`src/rtl/adder_pkg.sv`:
```
// Shared definitions for the pipelined adder: opcodes, flag bundle and
// the parameter legality check used at elaboration.
package adder_pkg;

    localparam logic OP_ADD = 1'b0;
    localparam logic OP_SUB = 1'b1;

    typedef struct packed {
        logic cout;
        logic zero;
        logic neg;
        logic ovf;
    } flags_t;

    function automatic bit slicing_ok(input int unsigned width, input int unsigned stages);
        return (stages >= 1) && ((width % stages) == 0);
    endfunction

endpackage

```
`src/rtl/adder_slice.sv`:
```
// Combinational S-bit slice of the carry-chained adder.
module adder_slice #(
    parameter int unsigned S = 16
) (
    input  logic [S-1:0] a,
    input  logic [S-1:0] b,
    input  logic         cin,
    output logic [S-1:0] sum,
    output logic         cout,
    output logic         zero
);

    assign {cout, sum} = {1'b0, a} + {1'b0, b} + {{S{1'b0}}, cin};
    assign zero        = (sum == '0);

endmodule

```
`src/rtl/pipelined_adder.sv`:
```
// WIDTH-bit add/subtract split into STAGES carry-chained slices, one per
// pipeline stage, with valid/ready flow control and result flags.
module pipelined_adder
    import adder_pkg::*;
#(
    parameter int unsigned WIDTH  = 32,
    parameter int unsigned STAGES = 2,
    parameter int unsigned TAG_W  = 5
) (
    input  logic             clk,
    input  logic             rst_n,
    input  logic             in_valid,
    output logic             in_ready,
    input  logic             in_sub,
    input  logic             in_cin,
    input  logic [WIDTH-1:0] in_a,
    input  logic [WIDTH-1:0] in_b,
    input  logic [TAG_W-1:0] in_tag,
    output logic             out_valid,
    input  logic             out_ready,
    output logic [WIDTH-1:0] out_y,
    output logic             out_cout,
    output logic             out_zero,
    output logic             out_neg,
    output logic             out_ovf,
    output logic [TAG_W-1:0] out_tag
);

    localparam int unsigned S = (STAGES == 0) ? WIDTH : WIDTH / STAGES;
    localparam int unsigned L = (STAGES == 0) ? 0 : STAGES - 1;

    if (!slicing_ok(WIDTH, STAGES)) begin : g_bad_params
        $error("pipelined_adder: STAGES must be >= 1 and divide WIDTH");
    end

    logic [WIDTH-1:0]  b_eff;
    logic              c0;
    logic [WIDTH-1:0]  sl_a, sl_b, sl_sum;
    logic [STAGES-1:0] sl_cin, sl_cout, sl_zero;
    logic [STAGES:0]   adv;

    // Per-stage registers; rem_*_q keep the not-yet-consumed operand slices
    // shifted down so the next slice always sits at [S-1:0].
    logic             valid_q [STAGES];
    logic [WIDTH-1:0] y_q     [STAGES];
    logic [WIDTH-1:0] rem_a_q [STAGES];
    logic [WIDTH-1:0] rem_b_q [STAGES];
    logic             carry_q [STAGES];
    logic             zero_q  [STAGES];
    logic             a_msb_q [STAGES];
    logic             b_msb_q [STAGES];
    logic [TAG_W-1:0] tag_q   [STAGES];

    always_comb begin
        b_eff  = (in_sub == OP_SUB) ? ~in_b : in_b;
        c0     = in_sub ^ in_cin;
        sl_a   = '0;
        sl_b   = '0;
        sl_cin = '0;
        sl_a[S-1:0] = in_a[S-1:0];
        sl_b[S-1:0] = b_eff[S-1:0];
        sl_cin[0]   = c0;
        for (int unsigned k = 1; k < STAGES; k++) begin
            sl_a[k*S +: S] = rem_a_q[k-1][S-1:0];
            sl_b[k*S +: S] = rem_b_q[k-1][S-1:0];
            sl_cin[k]      = carry_q[k-1];
        end
    end

    for (genvar k = 0; k < STAGES; k++) begin : g_slice
        adder_slice #(.S(S)) u_slice (
            .a    (sl_a[k*S +: S]),
            .b    (sl_b[k*S +: S]),
            .cin  (sl_cin[k]),
            .sum  (sl_sum[k*S +: S]),
            .cout (sl_cout[k]),
            .zero (sl_zero[k])
        );
    end

    // A stage may load when it is empty or its contents move on this cycle.
    always_comb begin
        adv         = '0;
        adv[STAGES] = out_ready;
        for (int unsigned k = STAGES; k > 0; k--) begin
            adv[k-1] = !valid_q[k-1] || adv[k];
        end
    end

    assign in_ready = adv[0];

    always_ff @(posedge clk or negedge rst_n) begin
        if (!rst_n) begin
            for (int unsigned k = 0; k < STAGES; k++) begin
                valid_q[k] <= 1'b0;
                y_q[k]     <= '0;
                rem_a_q[k] <= '0;
                rem_b_q[k] <= '0;
                carry_q[k] <= 1'b0;
                zero_q[k]  <= 1'b0;
                a_msb_q[k] <= 1'b0;
                b_msb_q[k] <= 1'b0;
                tag_q[k]   <= '0;
            end
        end else begin
            if (adv[0]) begin
                valid_q[0] <= in_valid;
                if (in_valid) begin
                    y_q[0]     <= WIDTH'(sl_sum[S-1:0]);
                    rem_a_q[0] <= in_a >> S;
                    rem_b_q[0] <= b_eff >> S;
                    carry_q[0] <= sl_cout[0];
                    zero_q[0]  <= sl_zero[0];
                    a_msb_q[0] <= in_a[WIDTH-1];
                    b_msb_q[0] <= b_eff[WIDTH-1];
                    tag_q[0]   <= in_tag;
                end
            end
            for (int unsigned k = 1; k < STAGES; k++) begin
                if (adv[k]) begin
                    valid_q[k] <= valid_q[k-1];
                    if (valid_q[k-1]) begin
                        y_q[k]     <= y_q[k-1] | (WIDTH'(sl_sum[k*S +: S]) << (k*S));
                        rem_a_q[k] <= rem_a_q[k-1] >> S;
                        rem_b_q[k] <= rem_b_q[k-1] >> S;
                        carry_q[k] <= sl_cout[k];
                        zero_q[k]  <= zero_q[k-1] & sl_zero[k];
                        a_msb_q[k] <= a_msb_q[k-1];
                        b_msb_q[k] <= b_msb_q[k-1];
                        tag_q[k]   <= tag_q[k-1];
                    end
                end
            end
        end
    end

    flags_t flags;

    assign flags = '{
        cout: carry_q[L],
        zero: zero_q[L],
        neg:  y_q[L][WIDTH-1],
        ovf:  (a_msb_q[L] == b_msb_q[L]) && (y_q[L][WIDTH-1] != a_msb_q[L])
    };

    assign out_valid = valid_q[L];
    assign out_y     = y_q[L];
    assign out_cout  = flags.cout;
    assign out_zero  = flags.zero;
    assign out_neg   = flags.neg;
    assign out_ovf   = flags.ovf;
    assign out_tag   = tag_q[L];

endmodule

```
`config.mk`:
```
export PLATFORM = sky130hd
export DESIGN_NAME = pipelined_adder
export DESIGN_NICKNAME = d
export VERILOG_FILES = /design/src/rtl/adder_pkg.sv /design/src/rtl/adder_slice.sv /design/src/rtl/pipelined_adder.sv
export SDC_FILE = /design/constraint.sdc
export NUM_CORES = 1
export LEC_CHECK = 0
export CAP_MARGIN = 20
export CORE_MARGIN = 4
export CORE_UTILIZATION = 52
export CTS_CLUSTER_DIAMETER = 120
export DETAILED_ROUTE_END_ITERATION = 7
export PLACE_DENSITY = 0.9
export SKIP_LAST_GASP = 1
export SLEW_MARGIN = 30
export SYNTH_ARGS = -nofsm -noshare
export SYNTH_HDL_FRONTEND = slang
export SYNTH_SLANG_ARGS = --single-unit
```
`constraint.sdc`:
```
create_clock -name clk -period 3.6 [get_ports clk]
set_input_delay 0.54 -clock clk [delete_from_list [all_inputs] [get_ports clk]]
set_output_delay 0.54 -clock clk [all_outputs]
set_load 0.02 [all_outputs]
```
==> flow_summary.toml <==
[clock_network]
clockBufferDepth = 2
cts_tree = "built"
cts.sinks = 98
cts_resized = 0
cts_buffers = 9
insertion_delay_ps = 360
cts_setup_buffers = 0
htree_levels = 3
hold_buffers = 0
cts_root_buf = "clkbuf_8"
clkTransAtPathRegs_ps = 90

[routing]
post-route-drc-count = 0
ant_nets = 0
drt_iter0_drc = 240
first_pass_iters = 4
vias = 4194
viasPerCell = 5.55
wirelength_um = 12300
wire_per_inst_um = 16.3

[synthesis]
syn_nets = 648
synth_cell_types = 53
synth.most_common_cell = "dfrtp_1"
synth_area_leaders = "dfrtp_1 (43%), mux2_2 (11%), ha_1 (6.6%)"
yosysSeqAreaShare = 0.431
synth-seq-cells = 98
async_flop_share = 1.00
synth_area_mm2 = 0.00569
ys.flop_type = "dfrtp_1"
syn-mean-instance-area_um2 = 10.6
synth-edff-count = 0
ys.warnings.count = 0
synthCells = 539
synth_top_area_frac = 0.431
synth_common_cells = "dfrtp_1 (98), mux2_2 (55), nand2_1 (53)"
synth_top_area_cell = "dfrtp_1"

[timing]
setup-tns-final_ps = 0
finalHoldViolations = 0
final-setup-viol-count = 0
worst_pin_slew_ps = 594
finalCriticalPeriod_ps = 3100
slew_violations = 0
rsz0062_at_grt = "false"
relSlewSlack = 0.599
finClkSkew_ps = 9.22
min_period_over_period = 0.860
fmaxAchievable_mhz = 323

[min_path]
min_path_type = "input port to async pin"

[pwr]
leakage_nw = 2.99
ir_worst_vdd_uv = 376
power.density_mw_per_mm2 = 608
finalPower_mw = 4.23

[die]
initial_core_util = 0.542
die_y_um = 113
fp.dieW_um = 113
io_pins = 118
rows = 37
dieArea_mm2 = 0.0127
design.core.area_mm2 = 0.0105

[global_route]
antenna_found_initial = 0
grt_start_max_net_pins = 84
grt_pass1_vias = 4312
grt_use_total = 0.202
overflow = 0
grt_pass1_wl_um = 20800

[placement]
place_hpwl_um = 9320
portBuffers = 117
finalWeightedCongestion = 0.964
dp.cells = 741

[setup_path]
cp.required_ps = 3890
crit_type = "flip-flop to flip-flop"
cp_max_fo = 5
critPathLaunchType = "flip-flop"
crit_path_end_kind = "flip-flop"
crit_arrival_ps = 3390

[finish]
multiInputGateArea_mm2 = 0.00285
nNetsFinal = 725
fin_cells = 756
syn2layout_area_growth_pct = 22.2
drive_above_1_share = 0.140
fill_cells = 806
regArea_mm2 = 0.00245
diodes = 0

[run]
maxCapViolCount = 0

[status]
outcome = "finished, final reports clean"
area by class of cell:
class	count	share of cell area
Clock buffer	14	0.0277
Clock inverter	1	0.00432
Inverter	11	0.00594
Multi-Input combinational cell	374	0.410
Sequential cell	98	0.353
Tap cell	136	0.0245
Timing Repair Buffer	122	0.175
worst max-delay path, cell delays in order (launching register included):
cell and delay, ps:
dfrtp_1 410, fa_1 490, fa_1 430, a21o_1 200, a221oi_2 500, o21bai_1 110
a21oi_1 190, xor2_1 240, and4b_1 240, nand4_1 100, o21ai_1 120
metrics by stage:
stage	utilization	instance area (um^2)	hold WS [ps]	worst slack (ps)
2_1_floorplan	-	5690	244	179
3_3_place_gp	0.641	6730	459	321
3_5_place_dp	0.641	6730	467	211
4_1_cts	0.662	6950	158	540
5_1_grt	0.662	6950	181	365
6_report	0.662	6950	148	504
state kept, by name, indices dropped and copies added, names as in the netlist:
signal     flops
a_msb_q        2
zero_q         1
out_valid      1
valid_q        1
out_zero       1
carry_q        1
out_cout       1
out_y         32
y_q           16
rem_a_q       15
rem_b_q       15
out_tag        5
tag_q          5
b_msb_q        2
report_power, final:
| part | leakage, nW | internal, mW | switching (mW) | total (mW) |
|---|---|---|---|---|
| combinational | 1.70 | 0.910 | 0.936 | 1.85 |
| clock | 0.115 | 0.413 | 0.357 | 0.770 |
| sequential | 1.18 | 1.41 | 0.198 | 1.61 |
cells in the final DEF (no fill, tap or decap), drive strengths merged, types with 14 or more instances in the layout:
cell | netlist | routed
xor2 | 24 | 24
mux2 | 55 | 55
ha | 30 | 30
a21oi | 22 | 22
nand2 | 53 | 53
nor2 | 19 | 19
o21ai | 55 | 55
xnor2 | 32 | 32
clkbuf | 15 | 14
dfrtp | 98 | 98
clkdlybuf4s50 | 0 | 115
logic make-up after synthesis:
logic type               share of synthesized area
multiplexers                                 0.109
AO/OA/AOI/OAI                                0.136
adder cells (fa/ha/maj)                     0.0800
buffers and inverters                       0.0688
flip-flops                                   0.431
AND/OR/NAND/NOR                             0.0899
XOR/XNOR                                    0.0862
final timing paths:
check	slack (ps)	startpoint	cells past startpoint	to
setup / recovery	500	carry_q[1]	10	out_zero
hold / removal	150	rst_n	1	out_y[21]
setup reg to reg	500	carry_q[1]	10	out_zero
hold reg to reg	490	out_y[21]	2	out_y[21]
max in group asynchronous	2620	rst_n	2	rem_b_q[36]
min in group clk	490	out_y[21]	2	out_y[21]
layer usage:
| layer | GRT usage | vias up | share of wire |
|---|---|---|---|
| met4 | 0.0609 | 0 | 0.013 |
| li1 | - | 2017 | - |
| met3 | 0.0372 | 15 | 0.061 |
| met2 | 0.336 | 131 | 0.50 |
| met1 | 0.269 | 2031 | 0.43 |
| met5 | 0 | - | 0 |
(Power assumes the default switching activity.)
